--- src/rtl/sram_access_ctrl.sv ---
// Sequences one 32-bit MEM-stage load/store into two half-word accesses on a
// 16-bit asynchronous SRAM, freezing the pipeline via `ready` until done.
module sram_access_ctrl #(
  parameter int          WAIT_CYCLES = 1,
  parameter int unsigned ADDR_BASE   = 1024
) (
  input  logic        clk,
  input  logic        rst,
  input  logic        MEM_r_en,
  input  logic        MEM_w_en,
  input  logic [31:0] address,
  input  logic [31:0] wdata,
  output logic [31:0] rdata,
  output logic        ready,
  output logic [17:0] sram_addr,
  output logic        sram_we_n,
  output logic [15:0] sram_dq_out,
  output logic        sram_dq_oe,
  input  logic [15:0] sram_dq_in
);

  typedef enum logic [1:0] {IDLE, LOW, HIGH, DONE} state_t;

  localparam logic [2:0]  RELOAD  = 3'(WAIT_CYCLES);
  localparam logic [18:0] BASE_LO = 19'(ADDR_BASE);

  state_t      state;
  logic [2:0]  cnt;
  logic [15:0] wdata_hi_q;
  logic        is_wr;

  logic        req;
  logic [18:0] offset;
  logic [16:0] word_idx;
  logic        unused_addr_bits;

  assign req = MEM_r_en | MEM_w_en;

  // Only the low 19 bits of the subtraction reach the 17-bit word index, so
  // the upper address bits drop out and the index wraps modulo 2^17.
  assign offset           = address[18:0] - BASE_LO;
  assign word_idx         = offset[18:2];
  assign unused_addr_bits = ^{address[31:19], offset[1:0]};

  assign ready = ((state == IDLE) && !req) || (state == DONE);

  // NOTE: asynchronous reset drops the write strobe and output enable the
  // moment rst rises, so an interrupted store never finishes a half-word.
  always_ff @(posedge clk or posedge rst) begin
    if (rst) begin
      state       <= IDLE;
      cnt         <= '0;
      wdata_hi_q  <= '0;
      is_wr       <= 1'b0;
      rdata       <= '0;
      sram_addr   <= '0;
      sram_we_n   <= 1'b1;
      sram_dq_out <= '0;
      sram_dq_oe  <= 1'b0;
    end else begin
      // NOTE: all state here uses non-blocking assignments so every register
      // sees the pre-edge values regardless of statement order.
      case (state)
        IDLE: begin
          if (req) begin
            state       <= LOW;
            cnt         <= RELOAD;
            is_wr       <= MEM_w_en;
            wdata_hi_q  <= wdata[31:16];
            sram_addr   <= {word_idx, 1'b0};
            sram_dq_out <= wdata[15:0];
            sram_we_n   <= ~MEM_w_en;
            sram_dq_oe  <= MEM_w_en;
          end
        end
        LOW: begin
          if (cnt == 3'd0) begin
            if (!is_wr) rdata[15:0] <= sram_dq_in;
            state        <= HIGH;
            cnt          <= RELOAD;
            sram_addr[0] <= 1'b1;
            sram_dq_out  <= wdata_hi_q;
          end else begin
            cnt <= cnt - 3'd1;
          end
        end
        HIGH: begin
          if (cnt == 3'd0) begin
            if (!is_wr) rdata[31:16] <= sram_dq_in;
            state      <= DONE;
            sram_we_n  <= 1'b1;
            sram_dq_oe <= 1'b0;
          end else begin
            cnt <= cnt - 3'd1;
          end
        end
        DONE:    state <= IDLE;
        default: state <= IDLE;
      endcase
    end
  end

endmodule

--- config.mk ---
export PLATFORM = sky130hd
export DESIGN_NAME = sram_access_ctrl
export DESIGN_NICKNAME = d
export VERILOG_FILES = /design/src/rtl/sram_access_ctrl.sv
export SDC_FILE = /design/constraint.sdc
export NUM_CORES = 1
export LEC_CHECK = 0
export CORE_MARGIN = 2
export CORE_UTILIZATION = 30
export DETAILED_ROUTE_END_ITERATION = 8
export HOLD_SLACK_MARGIN = 0.03
export SYNTH_ARGS = -nofsm -noshare
export SYNTH_HDL_FRONTEND = slang
export SYNTH_SLANG_ARGS = --single-unit
--- constraint.sdc ---
create_clock -name clk -period 7 [get_ports clk]
set_clock_uncertainty 0.05 [all_clocks]
set_input_delay 0.7 -clock clk [delete_from_list [all_inputs] [get_ports clk]]
set_output_delay 0.7 -clock clk [all_outputs]
set_load 0.01 [all_outputs]
# After elaboration in Yosys (flattened, before gate mapping)

Cells that the tools add are included.

Eq/ne operators: 7
Shifts and indexed selects: 0
Bitwise gates (word level): 3
Magnitude comparators: 0
Muxes and demuxes: 19
Reduce and logical (&&, ||, !) cells: 15
Add/sub/neg operators: 2
$mul: 0
Div/mod/pow operators: 0

Operator list:

| cell                   | count |
|---|---|
| $mux 16                | 2 |
| $pmux 16 s2            | 1 |
| $sub 19x11->19 const B | 1 |
| $reduce_and 3->1       | 6 |
| $mux 3                 | 3 |
| $pmux 3 s3             | 1 |
| $ne 2x2->1 const B     | 4 |
| $pmux 2 s4             | 1 |
| $mux 2                 | 3 |
| $pmux 1 s2             | 3 |
| $mux 1                 | 5 |
| $eq 2x2->1 const B     | 2 |
| $reduce_bool 2->1      | 2 |
| $logic_not 3->1        | 1 |
| $reduce_bool 3->1      | 1 |
| $sub 3x1->3 const B    | 1 |
| $eq 2x1->1 const B     | 1 |
| $logic_not 2->1        | 1 |
| $not 1->1              | 2 |
| $reduce_and 2->1       | 1 |
| $logic_and 1x1->1      | 1 |
| $logic_not 1->1        | 1 |
| $logic_or 1x1->1       | 1 |
| $or 1x1->1             | 1 |

Memories kept: 0
RAM bits: 0
Output and inout bits: 69
Flip-flop bits (word level): 90
Memory bits (read-only): 0
Bits in latches: 0
Word-level logic and storage cells: 57

# Logic depth before layout (Yosys ltp)

Gate-level depths: netlist of the first run.

Depth in word-level cells: 4
Depth in mapped cells: 8

# Least setup slack after synthesis of the first run

Ideal clock, no wire load.

Path type: reg2out
Start: reg state[0]
End: out ready
Stages on the path, launching flop included: 6
Path slack: 4900 ps
Arrival time: 1350 ps
Path through: dfrtp_1 inv_1 ha_1 buf_2 nor3b_4 or2_2

Cells in the longest elaborated chain, start to end: 3
Elaborated cells on any way between the ends: 4
Classes of those cells: 1 x eq/ne; 3 x reduce/logical

Ends and longest elaborated chain:

| what                   | line | RTL |
|---|---|---|
| from (decl)            | 27   | `state_t state;` |
| from (signal assigned) | 51   | `state <= IDLE;` |
| from (signal assigned) | 66   | `state <= LOW;` |
| from (signal assigned) | 79   | `state <= HIGH;` |
| $logic_not 2->1        | 45   | `assign ready = ((state == IDLE) && !req) \|\| (state == DONE);` |
| $logic_and 1x1->1      | 45   |  |
| $logic_or 1x1->1 *     | 45   |  |
| to (decl)              | 14   | `output logic ready,` |

Mark *: on every way between the ends. The rest lies on a longest branch, timed or not.

# Worst setup path in the final report of the first run

Start: in MEM_w_en
End: out ready

Cells in the longest elaborated chain, start to end: 4

Ends and longest elaborated chain:

| what              | line | RTL |
|---|---|---|
| from (decl)       | 10   | `input logic MEM_w_en,` |
| $or 1x1->1        | 37   | `assign req = MEM_r_en \| MEM_w_en;` |
| $logic_not 1->1   | 45   |  |
| $logic_and 1x1->1 | 45   |  |
| $logic_or 1x1->1  | 45   |  |

No other way between the ends.

==> impl_metrics.yaml, run 1 <==
global_route:
  grt_pass1_wl_um: 15900
  grt_max_degree: 55
  grt_pass1_vias: 3125
  gr-total-overflow: 0
  track_usage: 0.143
  antenna_found_initial: 0
synth:
  synthSimpleGateAreaFrac: 0.120
  synth_area_sq_mm: 0.00394
  yosysSeqAreaShare: 0.572
  postSynthCellCount: 331
  ys_types: 43
  syn-num-nets: 422
  synth_fa_ha_area_frac: 0.0222
  synth_edf_count: 0
  synthMuxAreaShare: 0.188
  synth_xor_area_frac: 0.00222
  async_flop_share: 1.00
  synth_top_family_by_area: "multiplexers"
  ys_ff_latch: 90
  ys.flop_type: "dfrtp_1"
  synth.avg_cell_area_sq_um: 11.9
  yosys_warnings: 0
  synth_compound_area_frac: 0.0667
placement:
  portBuffers: 137
  post_dp_cell_area_sq_mm: 0.00550
  hpwl_um: 6700
  gp_congestion: 0.779
floorplan:
  io_pins: 153
  dieArea_sq_mm: 0.0141
  start_util: 0.310
  die_y_um: 119
  row_count: 41
  die_w_um: 119
  core_area_sq_mm: 0.0127
power:
  clkPwrFrac: 0.190
  leakagePower_nw: 2.50
  pwr_density_cell_mw_per_mm2: 462
  combPwrFrac: 0.467
  p_sw_frac: 0.325
  p_sw_uw: 872
  irDropWorstVdd_mv: 0.213
  seqPwrFrac: 0.344
  internal-power_mw: 1.81
clock_network:
  cts_sinks: 90
  cts_setup_buffers: 0
  htree_num_levels: 3
  cts_made_buffers: 9
  clk_pin_slew_ps: 60
  cts_hold_buf: 0
  clk_latency_ps: 340
  cts_tree: "done"
  clk_path_buf_depth: 2
  root_buffer: "clkbuf_16"
  cts_resized: 0
timing:
  period_needed_ps: 3280
  slew_viol_final: 0
  rsz0062_at_grt: "false"
  worst_slew_pin_slew_ps: 1160
  whs_ps: 420
  finalCritPeriodShare: 0.469
  finalSetupTns_ps: 0
  setup_violations: 0
  max_freq_ghz: 0.305
  hold_viol_final: 0
  relSlewSlack: 0.229
finish:
  regArea_sq_mm: 0.00225
  area_growth_pct: 47.3
  nets: 559
  fin_util: 0.456
  multi_input_area_sq_mm: 0.00158
  post-route-cell-area_sq_mm: 0.00580
  n_fill_cell: 1244
  final_layout_size_suffix_gt1_frac: 0.195
  antenna_cells: 0
setup_path:
  path_buf_inv: 2
  crit_type: "in2out"
  cpPeakStageDelay_ps: 560
  crit_path_top_delay_cell: "clkdlybuf4s50_1"
  path_cells: "clkdlybuf4s50_1 -> nor3b_4 -> or2_2 -> clkdlybuf4s50_1"
  path_delay_family: "buffers and inverters"
  arrival_ps: 2530
  required_ps: 6250
  worst_path_most_repeated_cell: "clkdlybuf4s50_1"
  path_max_fanout: 9
  worst_setup_path_end_kind: "output port"
  crit_path_start_kind: "input pin"
routing:
  route.detailed.drc: 0
  drt_pre_antenna_iters: 4
  viasPerCell: 4.58
  antenna_left: 0
  routed_wl_um: 9730
  via_count: 2948
  wl_per_cell_um: 15.1
  initialDrtViolationCount: 83
outcome:
  status: "finished clean"
job:
  max_cap_violations: 0
hold_path:
  hold_path_class: "reg2reg"
## path summary, 6_finish.rpt
kind / start / to / slack (ps) / depth (start not counted)
worst max register to register: state[1]$_DFFE_PP0P_ / sram_dq_out[11]$_DFFE_PP0P_ / 3980 / 5
max in group asynchronous: rst / sram_dq_out[12]$_DFFE_PP0P_ / 5080 / 3
min in group asynchronous: rst / rdata[1]$_DFFE_PP0P_ / 690 / 2
worst min register to register: wdata_hi_q[7]$_DFFE_PP0P_ / wdata_hi_q[7]$_DFFE_PP0P_ / 420 / 2
worst min-delay path: wdata_hi_q[7]$_DFFE_PP0P_ / wdata_hi_q[7]$_DFFE_PP0P_ / 420 / 2
worst max-delay path: MEM_w_en / ready / 3720 / 4
## synthesized netlist by cell type, types with 2 or more instances
master	instances	area (sq um)
dfrtp_1	89	2230
o41ai_1	2	17.5
buf_4	3	22.5
or4b_1	2	20.0
inv_1	11	41.3
o31ai_1	3	22.5
o21bai_1	2	15.0
o211ai_1	2	15.0
mux2i_1	2	20.0
a31oi_1	5	31.3
nor2_1	9	33.8
a21oi_1	4	20.0
buf_2	2	10.0
a22o_1	2	17.5
nor3b_2	2	25.0
nand2b_1	2	12.5
o21ai_0	6	30.0
mux2_2	64	721
nand2_1	78	293
ha_1	7	87.6
or3_1	2	12.5
clkbuf_1	11	41.3
## state kept, by name, indices dropped and copies added (netlist names)
register / flops
rdata: 32
sram_addr: 18
sram_dq_out: 16
wdata_hi_q: 16
cnt: 3
state: 2
is_wr: 1
sram_dq_oe: 1
sram_we_n: 1
## cells in the final DEF, fill, tap and decap left out, types with 3 or more instances in the layout
cell type | Yosys | routed
clkbuf_16 | 0 | 9
ha_1 | 7 | 7
nand2_1 | 78 | 78
a21oi_1 | 4 | 4
a31oi_1 | 5 | 5
nor2_1 | 9 | 9
mux2_2 | 64 | 64
buf_4 | 3 | 5
o21ai_0 | 6 | 6
o31ai_1 | 3 | 3
dfrtp_1 | 89 | 89
clkdlybuf4s50_1 | 0 | 137
inv_1 | 11 | 10
## per-stage QoR
| stage | setup WS [ps] | power, mW | cells |
|---|---|---|---|
| 3_5_place_dp | 3730 | 2.20 | 629 |
| 5_1_grt | 3580 | 2.87 | 643 |
| 3_3_place_gp | 3730 | 2.16 | 629 |
| 2_1_floorplan | 3920 | 1.60 | 331 |
| 6_report | 3720 | 2.68 | 643 |
| 4_1_cts | 3690 | 2.73 | 643 |
## cell type report
cell class	count	area share
well taps	172	0.0371
repair buffers	142	0.243
multi-input cells	214	0.272
clock buffers	11	0.0418
clock inverters	3	0.0112
inverters	11	0.00733
flip-flops and latches	90	0.388
## per-layer routing
metal  part of all wire  global-route usage  vias to the layer above
li1                   -                   -                     1411
met1               0.45               0.176                     1427
met2               0.47               0.229                       98
met3              0.071              0.0492                       12
met4              0.014              0.0595                        0
met5                  0                   0                        -
## power groups by stage
stage / Clock (mW) / Combinational (mW) / Sequential [mW]
6_report: 0.509 / 1.25 / 0.922
3_5_place_dp: 0 / 1.27 / 0.930
3_3_place_gp: 0 / 1.25 / 0.919
2_1_floorplan: 0 / 0.599 / 1.00
5_1_grt: 0.553 / 1.36 / 0.954
4_1_cts: 0.527 / 1.27 / 0.926
## worst reg2reg max path: cells and delay by family (launching register included)
| kind | cells | cell delay [ps] |
|---|---|---|
| muxes | 1 | 420 |
| and+or+nand+nor | 1 | 200 |
| buffers and inverters | 1 | 110 |
| DFF | 1 | 400 |
| adders and majority gates | 1 | 930 |
| AOI/OAI and AO/OA | 1 | 780 |
## logic make-up (layout without fill, tap and decap cells)
group           after synthesis  count (layout)
flops                        90              90
fa+ha+maj                     7               7
buf+inv                      27             167
compound gates               36              36
simple gates                104             104
mux                          66              66
xor+xnor                      1               1
No activity file was read; power rests on OpenSTA's default activity.
==> run 2, diff against run 1 <==
Clock period 7 ns to 3.3 ns, I/O delays scaled along.
==> run 2 against run 1 <==
Against the previous run:
- sequential power rose by 110%
- via count is 0.88% lower
- worst setup slack got worse by 3300 ps
- clock power increased by 110%
- largest cell class unchanged
==> impl_metrics.yaml, run 2 (synthesis results as in run 1) <==
floorplan:
  die_y_um: 119
  io_pins: 153
  dieArea_sq_mm: 0.0141
  start_util: 0.310
  row_count: 41
  core_area_sq_mm: 0.0127
  die_w_um: 119
setup_path:
  crit_path_start_kind: "register"
  crit_type: "reg2out"
  arrival_ps: 2540
  worst_setup_path_end_kind: "output port"
  path_max_fanout: 10
  required_ps: 2920
clock_network:
  clk_path_buf_depth: 2
  htree_num_levels: 3
  root_buffer: "clkbuf_16"
  cts_made_buffers: 9
  clk_latency_ps: 350
  cts_sinks: 90
  cts_hold_buf: 0
  cts_tree: "done"
  clk_pin_slew_ps: 70
  cts_resized: 0
  cts_setup_buffers: 0
placement:
  portBuffers: 137
  hpwl_um: 6870
  gp_congestion: 0.778
timing:
  worst_slew_pin_slew_ps: 692
  whs_ps: 335
  slew_viol_final: 0
  finalSetupTns_ps: 0
  setup_violations: 0
  max_freq_ghz: 0.343
  period_needed_ps: 2920
  hold_viol_final: 0
  rsz0062_at_grt: "false"
  finalCritPeriodShare: 0.884
  relSlewSlack: 0.538
power:
  pwr_density_cell_mw_per_mm2: 976
  irDropWorstVdd_mv: 0.395
  p_sw_mw: 1.91
  design_power_total_mw: 5.69
  leakagePower_nw: 2.52
  p_sw_frac: 0.336
  combPwrFrac: 0.469
  seqPwrFrac: 0.343
  clkPwrFrac: 0.188
  internal-power_mw: 3.78
finish:
  largest_reg_flops: 32
  largest_register: "rdata"
  final_common_cell: "clkdlybuf4s50_1"
  nets: 561
  area_growth_pct: 47.9
  reg.largest.list: "rdata (32), sram_addr (18)"
  final_layout_size_suffix_gt1_frac: 0.204
  n_fill_cell: 1245
  mostFrequentLayoutCells: "137 x clkdlybuf4s50_1, 89 x dfrtp_1, 78 x nand2_1"
  antenna_cells: 0
global_route:
  antenna_found_initial: 0
  gr-total-overflow: 0
  grt_pass1_vias: 3196
  track_usage: 0.148
  grt_pass1_wl_um: 16300
  grt_max_degree: 54
routing:
  wl_met2_um: 4530
  drt-met1-wl_um: 4380
  via_count: 2922
  route.detailed.drc: 0
  viasPerCell: 4.52
  wl_per_cell_um: 15.1
  highest_layer: "met4"
  initialDrtViolationCount: 89
  drt_pre_antenna_iters: 4
  met3WireLength_um: 770
  routed_wl_um: 9800
  antenna_left: 0
hold_path:
  hold_path_class: "in2async"
job:
  max_cap_violations: 0
outcome:
  status: "finished clean"
[run 2: worst max-delay path: stages (launching register included)]
cell	delay, ps
dfrtp_1	400
inv_1	110
ha_1	390
nor3b_4	510
or2_2	240
clkdlybuf4s50_1	550
[run 2: stage by stage]
step / worst slack [ps] / cell area (sq um) / utilization / instances
after floorplan: 586 / 3940 / - / 331
after global placement: 811 / 5520 / 0.434 / 631
after detailed placement: 755 / 5520 / 0.434 / 631
after CTS: 368 / 5830 / 0.458 / 647
after global routing: 238 / 5830 / 0.458 / 647
final: 384 / 5830 / 0.458 / 647
[run 2: power by group through the flow]
stage	sequential, mW	combinational (mW)	clock, mW
2_1_floorplan	2.12	1.27	0
3_3_place_gp	1.95	2.66	0
3_5_place_dp	1.97	2.71	0
4_1_cts	1.96	2.72	1.11
5_1_grt	2.03	2.91	1.16
6_report	1.95	2.67	1.07
[run 2: layer usage]
| metal | up-vias | GRT usage |
|---|---|---|
| met1 | 1406 | 0.179 |
| met4 | 0 | 0.0536 |
| li1 | 1412 | - |
| met5 | - | 0 |
| met3 | 8 | 0.0603 |
| met2 | 96 | 0.237 |
[run 2: final timing paths]
check                                          start                         end  slack [ps]  cells past startpoint
max                             state[0]$_DFFE_PP0P_                       ready         380                      5
min                                              rst  sram_dq_out[7]$_DFFE_PP0P_         340                      2
max reg2reg                     state[0]$_DFFE_PP0P_  sram_dq_out[1]$_DFFE_PP0P_        1120                      6
min reg2reg                wdata_hi_q[4]$_DFFE_PP0P_   wdata_hi_q[4]$_DFFE_PP0P_         420                      2
max in group asynchronous                        rst       sram_we_n$_DFFE_PP1P_        2100                      3
min in group clk           wdata_hi_q[4]$_DFFE_PP0P_   wdata_hi_q[4]$_DFFE_PP0P_         420                      2
[run 2: final cells by class]
type                            count  area [sq um]  share of cell area
Clock buffer                        9           225              0.0386
Clock inverter                      7          81.3              0.0139
Inverter                           11          42.5             0.00730
Multi-Input combinational cell    214          1580               0.270
Sequential cell                    90          2250               0.386
Tap cell                          172           215              0.0369
Timing Repair Buffer              144          1440               0.246
